--- src/rtl/tutor_quiz_controller.sv ---
// Quiz sequencer/scorer: draws LFSR questions, latches the checker verdict, grades student answers.
// Latency: answer in WAIT_ANS -> correct/wrong pulse 1 cycle later; question re-presented 2 cycles after feedback.
// Backpressure: none; answers/starts outside their accepting state are dropped, the quiz waits on the student.
module tutor_quiz_controller #(
  parameter int unsigned NUM_QUESTIONS  = 8,
  parameter int unsigned TIMEOUT_CYCLES = 1000,
  parameter logic [7:0]  LFSR_SEED      = 8'hA5
) (
  input  logic       clk,
  input  logic       rst_n,
  input  logic       start,
  input  logic       ans_valid,
  input  logic       ans_yes,
  input  logic       ismultiple,
  output logic [2:0] q_sel,
  output logic [4:0] q_number,
  output logic       q_valid,
  output logic       correct,
  output logic       wrong,
  output logic       timeout,
  output logic [7:0] q_index,
  output logic [7:0] score,
  output logic [7:0] streak,
  output logic [7:0] best_streak,
  output logic       done
);

  // An all-zero seed would lock the LFSR, so it is bumped to 1.
  localparam logic [7:0]  SEED       = (LFSR_SEED == 8'h00) ? 8'h01 : LFSR_SEED;
  localparam logic [7:0]  LAST_Q     = 8'(NUM_QUESTIONS);
  localparam logic [15:0] TIMER_LAST = 16'(TIMEOUT_CYCLES - 1);

  typedef enum logic [2:0] {
    IDLE     = 3'd0,
    PRESENT  = 3'd1,
    WAIT_ANS = 3'd2,
    FEEDBACK = 3'd3,
    DONE     = 3'd4
  } state_t;

  state_t      state;
  state_t      state_nxt;
  logic [7:0]  lfsr;
  logic [7:0]  lfsr_adv;
  logic        expected;
  logic [15:0] timer;
  logic        grade_right;
  logic        grade_wrong;
  logic        grade_tmo;
  logic [7:0]  streak_inc;

  assign lfsr_adv   = {lfsr[6:0], lfsr[7] ^ lfsr[5] ^ lfsr[4] ^ lfsr[3]};
  assign streak_inc = streak + 8'd1;

  // State register.
  always_ff @(posedge clk or negedge rst_n) begin
    if (!rst_n) begin
      state <= IDLE;
    end else begin
      state <= state_nxt;
    end
  end

  // Next-state and grading decode; an answer in the expiry cycle beats the timeout.
  always_comb begin
    state_nxt   = state;
    grade_right = 1'b0;
    grade_wrong = 1'b0;
    grade_tmo   = 1'b0;
    case (state)
      IDLE, DONE: begin
        if (start) state_nxt = PRESENT;
      end
      PRESENT: begin
        state_nxt = WAIT_ANS;
      end
      WAIT_ANS: begin
        if (ans_valid) begin
          state_nxt = FEEDBACK;
          if (ans_yes == expected) grade_right = 1'b1;
          else                     grade_wrong = 1'b1;
        end else if (timer == TIMER_LAST) begin
          state_nxt   = FEEDBACK;
          grade_wrong = 1'b1;
          grade_tmo   = 1'b1;
        end
      end
      FEEDBACK: begin
        state_nxt = (q_index == LAST_Q) ? DONE : PRESENT;
      end
      default: begin
        state_nxt = IDLE;
      end
    endcase
  end

  // Question generation, verdict capture and answer timer.
  always_ff @(posedge clk or negedge rst_n) begin
    if (!rst_n) begin
      lfsr     <= SEED;
      q_sel    <= 3'd0;
      q_number <= 5'd0;
      expected <= 1'b0;
      timer    <= 16'd0;
    end else begin
      case (state)
        IDLE, DONE: begin
          if (start) begin
            q_sel    <= lfsr[7:5];
            q_number <= lfsr[4:0];
          end
        end
        PRESENT: begin
          // Question registers have been stable a full cycle, so the checker has settled.
          expected <= ismultiple;
          timer    <= 16'd0;
        end
        WAIT_ANS: begin
          timer <= timer + 16'd1;
        end
        FEEDBACK: begin
          lfsr <= lfsr_adv;
          if (q_index != LAST_Q) begin
            q_sel    <= lfsr_adv[7:5];
            q_number <= lfsr_adv[4:0];
          end
        end
        default: begin
          timer <= 16'd0;
        end
      endcase
    end
  end

  // Quiz statistics; updated on the grading edge so they appear with the feedback pulse.
  always_ff @(posedge clk or negedge rst_n) begin
    if (!rst_n) begin
      q_index     <= 8'd0;
      score       <= 8'd0;
      streak      <= 8'd0;
      best_streak <= 8'd0;
    end else if ((state == IDLE || state == DONE) && start) begin
      q_index     <= 8'd0;
      score       <= 8'd0;
      streak      <= 8'd0;
      best_streak <= 8'd0;
    end else if (grade_right) begin
      q_index <= q_index + 8'd1;
      score   <= score + 8'd1;
      streak  <= streak_inc;
      if (streak_inc > best_streak) best_streak <= streak_inc;
    end else if (grade_wrong) begin
      q_index <= q_index + 8'd1;
      streak  <= 8'd0;
    end
  end

  // Registered status levels and one-cycle feedback pulses.
  always_ff @(posedge clk or negedge rst_n) begin
    if (!rst_n) begin
      q_valid <= 1'b0;
      correct <= 1'b0;
      wrong   <= 1'b0;
      timeout <= 1'b0;
      done    <= 1'b0;
    end else begin
      q_valid <= (state_nxt == WAIT_ANS);
      done    <= (state_nxt == DONE);
      correct <= grade_right;
      wrong   <= grade_wrong;
      timeout <= grade_tmo;
    end
  end

endmodule
--- config.mk ---
export PLATFORM = sky130hd
export DESIGN_NAME = tutor_quiz_controller
export DESIGN_NICKNAME = d
export VERILOG_FILES = /design/src/rtl/tutor_quiz_controller.sv
export SDC_FILE = /design/constraint.sdc
export NUM_CORES = 1
export LEC_CHECK = 0
export ABC_AREA = 1
export CAP_MARGIN = 40
export CORE_ASPECT_RATIO = 1.25
export CORE_MARGIN = 2
export CORE_UTILIZATION = 45
export CTS_BUF_LIST = sky130_fd_sc_hd__clkbuf_16
export CTS_CLUSTER_DIAMETER = 150
export DETAILED_ROUTE_END_ITERATION = 7
export GPL_ROUTABILITY_DRIVEN = 0
export HOLD_SLACK_MARGIN = 0.08
export PLACE_DENSITY = 0.64
export SLEW_MARGIN = 20
export SYNTH_ARGS = -nofsm -noshare
export SYNTH_HDL_FRONTEND = slang
export SYNTH_SLANG_ARGS = --single-unit
--- constraint.sdc ---
create_clock -name clk -period 2.6 [get_ports clk]
set_input_delay 0.52 -clock clk [delete_from_list [all_inputs] [get_ports clk]]
set_output_delay 0.52 -clock clk [all_outputs]
set_load 0.03 [all_outputs]
# After elaboration in Yosys (flattened, before gate mapping)
# Index checks and enable logic that the tools add are counted.
[word_totals]
word_cells = 78
in_bits = 6
reg_bits = 73
[op_classes]
n_reduce_logical = 11
n_bitwise = 3
magnitude_cmp = 1
n_mux = 32
n_addsub = 4
n_eq_ne = 12
[op_table]
columns = ["op", "count"]
rows = [
  ["$mux W8", 11],
  ["$pmux W16 S2", 1],
  ["$add A8 B1 Y8 const B", 3],
  ["$mux W3", 6],
  ["$add A16 B1 Y16 const B", 1],
  ["$eq A16 B10 Y1 const B", 1],
  ["$pmux W3 S4", 1],
  ["$mux W5", 2],
  ["$pmux W5 S2", 1],
  ["$eq A3 B2 Y1 const B", 3],
  ["$mux W1", 9],
  ["$eq A8 B4 Y1 const B", 1],
  ["$gt A8 B8 Y1", 1],
  ["$ne A8 B4 Y1 const B", 1],
  ["$eq A3 B3 Y1 const B", 2],
  ["$pmux W3 S2", 1],
  ["$reduce_bool A2 Y1", 3],
  ["$ne A2 B2 Y1 const B", 2],
  ["$eq A3 B1 Y1 const B", 1],
  ["$logic_not A3 Y1", 1],
  ["$reduce_and A3 Y1", 1],
  ["$reduce_bool A3 Y1", 1],
  ["$reduce_or A3 Y1", 1],
  ["$xor A1 B1 Y1", 3],
  ["5 further kinds", 5],
]

# Longest topological paths before layout
[depth]
depth_word = 7
depth_mapped = 16
depth_no_buf = 16

# Worst setup path after synthesis
# Ideal clock, no wire load.
[synth_path]
path_kind = "reg-to-reg"
startpoint = "register streak[0]"
endpoint = "register best_streak[0]"
t_arrival_ns = 2.347
period_less_slack_ns = 2.412
setup_ns = 0.065
slack_ns = 0.188
path_stages_with_launch = 16
path_buffers = 0
cell_sequence = "dfrtp_1 > ha_1 > nand3_1 > nor2_1 > nand3_1 > nand2_1 > inv_1 > ha_1 > nand2_1 > nor2_1 > nand2_1 > nor2_1 > nor2_8 > nand2_2 > nand3_1 > nand2_1"
[synth_between]
elab_chain_cells = 4
elab_cells_between_ends = 7
[synth_lines]
columns = ["element", "line_no", "text"]
rows = [
  ["start, declared", "23", "output logic [7:0] streak,"],
  ["start signal, assigned", "150", "streak <= streak_inc;"],
  ["$add A8 B1 Y8 (*)", "53", "assign streak_inc = streak + 8'd1;"],
  ["$gt A8 B8 Y1 or $mux W8 (tied branches)", "151", "if (streak_inc > best_streak) best_streak <= streak_inc;"],
  ["$reduce_bool A2 Y1 (no line) or $mux W8 (tied branches)", "n/a", ""],
  ["$reduce_and A2 Y1 (no line) or $mux W8 (tied branches)", "n/a", ""],
  ["end signal, assigned", "151", ""],
  ["end, declared", "24", "output logic [7:0] best_streak,"],
]
# Mark *: on every way between the ends. The rest lies on a longest branch, timed or not. The select of a mux whose other input is x is not followed.
# A chain may end at the register's enable or synchronous reset.

# Final worst setup path
[layout_path]
startpoint = "register streak[1]"
endpoint = "register best_streak[5]"
# Same word-level chain as after synthesis.

==> summary.md <==
| Metric | Value |
|---|---|
| Endpoints failing hold | 0 |
| Share of synthesized cell area in full adder, half adder and majority cells | 0.0400 |
| Areal power density over the cells | 837 nW/um^2 |
| Critical path startpoint category | register |
| Number of clock sinks | 73 |
| Primary flip-flop cell chosen by synthesis mapping | dfrtp_1 |
| Area contributors post-synth | dfrtp_1 43%, nand2_1 16%, nand3_1 6.7% |
| Post-route setup TNS | 0 ns |
| Average detailed-routed wire length per instance | 13.5 um |
| Worst Path Max Fanout | 9 |
| Mean post-synth cell area | 7.54 um^2 |
| Endpoints failing setup | 0 |
| Area fraction of the dominant cell type after synthesis | 0.425 |
| Fraction of final layout cells with drive strength greater than 1 | 0.0839 |
| Mux share of post-synthesis cell area | 0 |
| Clock Tree Buf Depth | 2 |
| Die height | 110 um |
| Library cell with the largest summed area after synthesis | dfrtp_1 |
| Number of flops mapped to enable cells by yosys | 0 |
| Main combinational cell family by area after synthesis | simple AND/OR/NAND/NOR gates |
| Cell area after technology mapping | 4060 um^2 |
| Antenna violations before repair | 0 |
| Growth of design area from synthesis to finish | 22.9% |
| Via count of the first global-routing pass | 3506 |
| HPWL after detailed placement | 6880 um |
| Total CTS buffers | 9 |
| Number of search-and-repair iterations in the first detailed-routing pass | 6 |
| Static leakage power | 2.47 nW |
| Multi-input gate area | 1930 um^2 |
| Number of vias per cell after detailed routing | 5.16 |
| Count leader, synth | nand2_1 |
| Final critical path time including I/O delays and setup | 2.24 ns |
| Number of maximum-capacitance violations | 0 |
| All-layer global routing usage | 0.215 |
| Die area | 9810 um^2 |
| Quantity of I/O buffers inserted on ports | 50 |
| Signal arrival time at the worst endpoint | 2.52 ns |
| Worst VDD drop | 500 uV |
| Pin count of the biggest net entering global routing | 44 |
| Final Slew Violations | 0 |
| Worst clock skew | 0.00585 ns |
| Status | completed |
| Slew of the pin with the lowest slew margin | 0.574 ns |
| Fraction of the cycle the final worst path needs | 0.862 |
| Critical path required time | 2.88 ns |
| Synth Register Bits | 73 |
| Top achievable clock speed | 0.446 GHz |
| Clock transition time at the flip-flop clock pins of the worst setup and hold paths | 0.06 ns |
| # nets final | 610 |
| Sequential cell area | 1830 um^2 |
| Fill cell instance count of the final layout | 877 |
| Netlist cell types | 33 |
| Core footprint | 8750 um^2 |
| Final antenna-violating net count | 0 |
| Async set-or-reset flop fraction in the synthesized netlist | 1.00 |
| Sequential cell area fraction in the yosys report | 0.451 |
| Most frequent cells after synthesis | 175 x nand2_1, 69 x dfrtp_1, 54 x inv_1, 54 x nand3_1, 46 x nor2_1 |
| Category of the most critical setup path | register to register |
| Total Wirelength | 9680 um |
| Compound-Gate Fraction of Synth Area | 0.0536 |
| Number of instances in the synthesized netlist | 539 |
| XOR/XNOR share of the synthesized area | 0.0259 |
| Total number of yosys warnings | 0 |
| Clock tree from TritonCTS | done |
| H-tree levels | 3 |
| # Post-CTS Setup Buffers | 0 |
| Unrepaired setup endpoints after global routing | false |
| Capturing element type of the critical path | register |
| Mapped Nets | 558 |
| DRC violation total after the first TritonRoute iteration | 204 |
| Synthesized-area fraction occupied by and/or/nand/nor cells | 0.355 |
| Detailed-route DRC error count | 0 |
| Gr ovfl total | 0 |
| Global-route wire length before repair | 16300 um |
| Vias after detailed routing | 3694 |
| Clock Latency Late Sink | 0.34 ns |
| Starting density of the core | 0.464 |
| Worst min path class | input pin to asynchronous set/reset pin |
| Boundary Pins | 51 |
| Rel. slew slack | 0.617 |
| Overall die width | 89.0 um |
| Root Buffer | clkbuf_16 |
| Total power of the final layout | 4.18 mW |
| Number of inserted diodes | 0 |
| Standard-cell rows | 38 |
-- final cells by class --
type,instances,share of cell area
timing repair buffer,53,0.107
clock inverter,7,0.0143
tap,120,0.0301
multi-input combinational,389,0.388
inverter,65,0.0489
clock buffer,9,0.0451
sequential,73,0.367
-- routing by layer --
layer  up-vias  track usage  part of all wire
li1       1851            -                 -
met1      1725        0.274              0.43
met2        97        0.360              0.50
met3        21       0.0402             0.036
met4         0       0.0874             0.028
met5         -            0                 0
-- metrics by stage --
step	cells	worst slack (ns)	hold slack [ns]	instance area (um^2)	util
5_1_grt	716	0.0201	0.232	4990	0.571
3_5_place_dp	700	0.212	0.465	4690	0.536
3_3_place_gp	700	0.290	0.468	4690	0.536
6_report	716	0.359	0.172	4990	0.571
2_1_floorplan	539	0.188	0.224	4060	-
4_1_cts	716	0.190	0.202	4980	0.570
-- registers in the layout, indices dropped and copies added (netlist names) --
register / cells
wrong: 1
lfsr: 8
score: 8
streak: 8
state: 3
best_streak: 8
timer: 16
expected: 1
q_sel: 3
q_number: 5
timeout: 1
q_valid: 1
q_index: 8
done: 1
correct: 1
-- worst max-delay path, cell delays in order (launching register included) --
cell	delay (ns)
dfrtp_1	0.42
ha_1	0.22
nand3_1	0.10
nor2_1	0.14
nand3_1	0.08
nand2_1	0.09
inv_1	0.06
ha_1	0.26
nand2_1	0.06
nor2_1	0.13
nand2_1	0.11
nor2_4	0.14
nor2_8	0.06
nand2_2	0.14
nand3_1	0.09
nand2_1	0.06
-- path summary, 6_finish.rpt --
check                           slack (ns)   startpoint  cells after the start        endpoint
worst max register to register        0.36    streak[1]                     15  best_streak[5]
worst min register to register        0.48  q_number[0]                      2     q_number[0]
min in group clk                      0.48  q_number[0]                      2     q_number[0]
worst min-delay path                  0.17        rst_n                      1      q_index[6]
worst max-delay path                  0.36    streak[1]                     15  best_streak[5]
max in group asynchronous             1.78        rst_n                      2         lfsr[2]
-- what timing repair did --
action | 4_1_cts | 5_1_grt
hold buffers | 0 | 0
resized for setup | 0 | 3
setup endpoints to repair | 0 | 8
-- cell usage in the layout, fill, tap and decap left out, types with 4 or more instances in the layout --
| cell type | n |
|---|---|
| o21ai_1 | 5 |
| nand4_1 | 25 |
| o21ai_0 | 16 |
| inv_1 | 54 |
| ha_1 | 13 |
| dfstp_2 | 4 |
| a21oi_1 | 9 |
| xor2_1 | 9 |
| inv_2 | 11 |
| dfrtp_1 | 68 |
| nand2_1 | 175 |
| nor3_1 | 10 |
| nand3_1 | 54 |
| clkdlybuf4s50_1 | 49 |
| nor2_1 | 45 |
| clkbuf_16 | 9 |
-- report_power, final --
group | switching, mW | leakage, nW | total [mW] | internal, mW
sequential | 0.175 | 0.990 | 1.45 | 1.27
clock | 0.505 | 0.139 | 1.25 | 0.741
combinational | 1.02 | 1.34 | 1.49 | 0.461
-- kinds of logic (layout without fill, tap and decap cells) --
kind of cell | count (synthesis) | after routing
and+or+nand+nor | 325 | 325
adders and majority gates | 13 | 13
DFF | 73 | 73
xor gates and xnor gates | 12 | 12
AOI/OAI and AO/OA | 39 | 39
buffers and inverters | 77 | 134
Note: power is estimated with default switching activity, not from simulation.
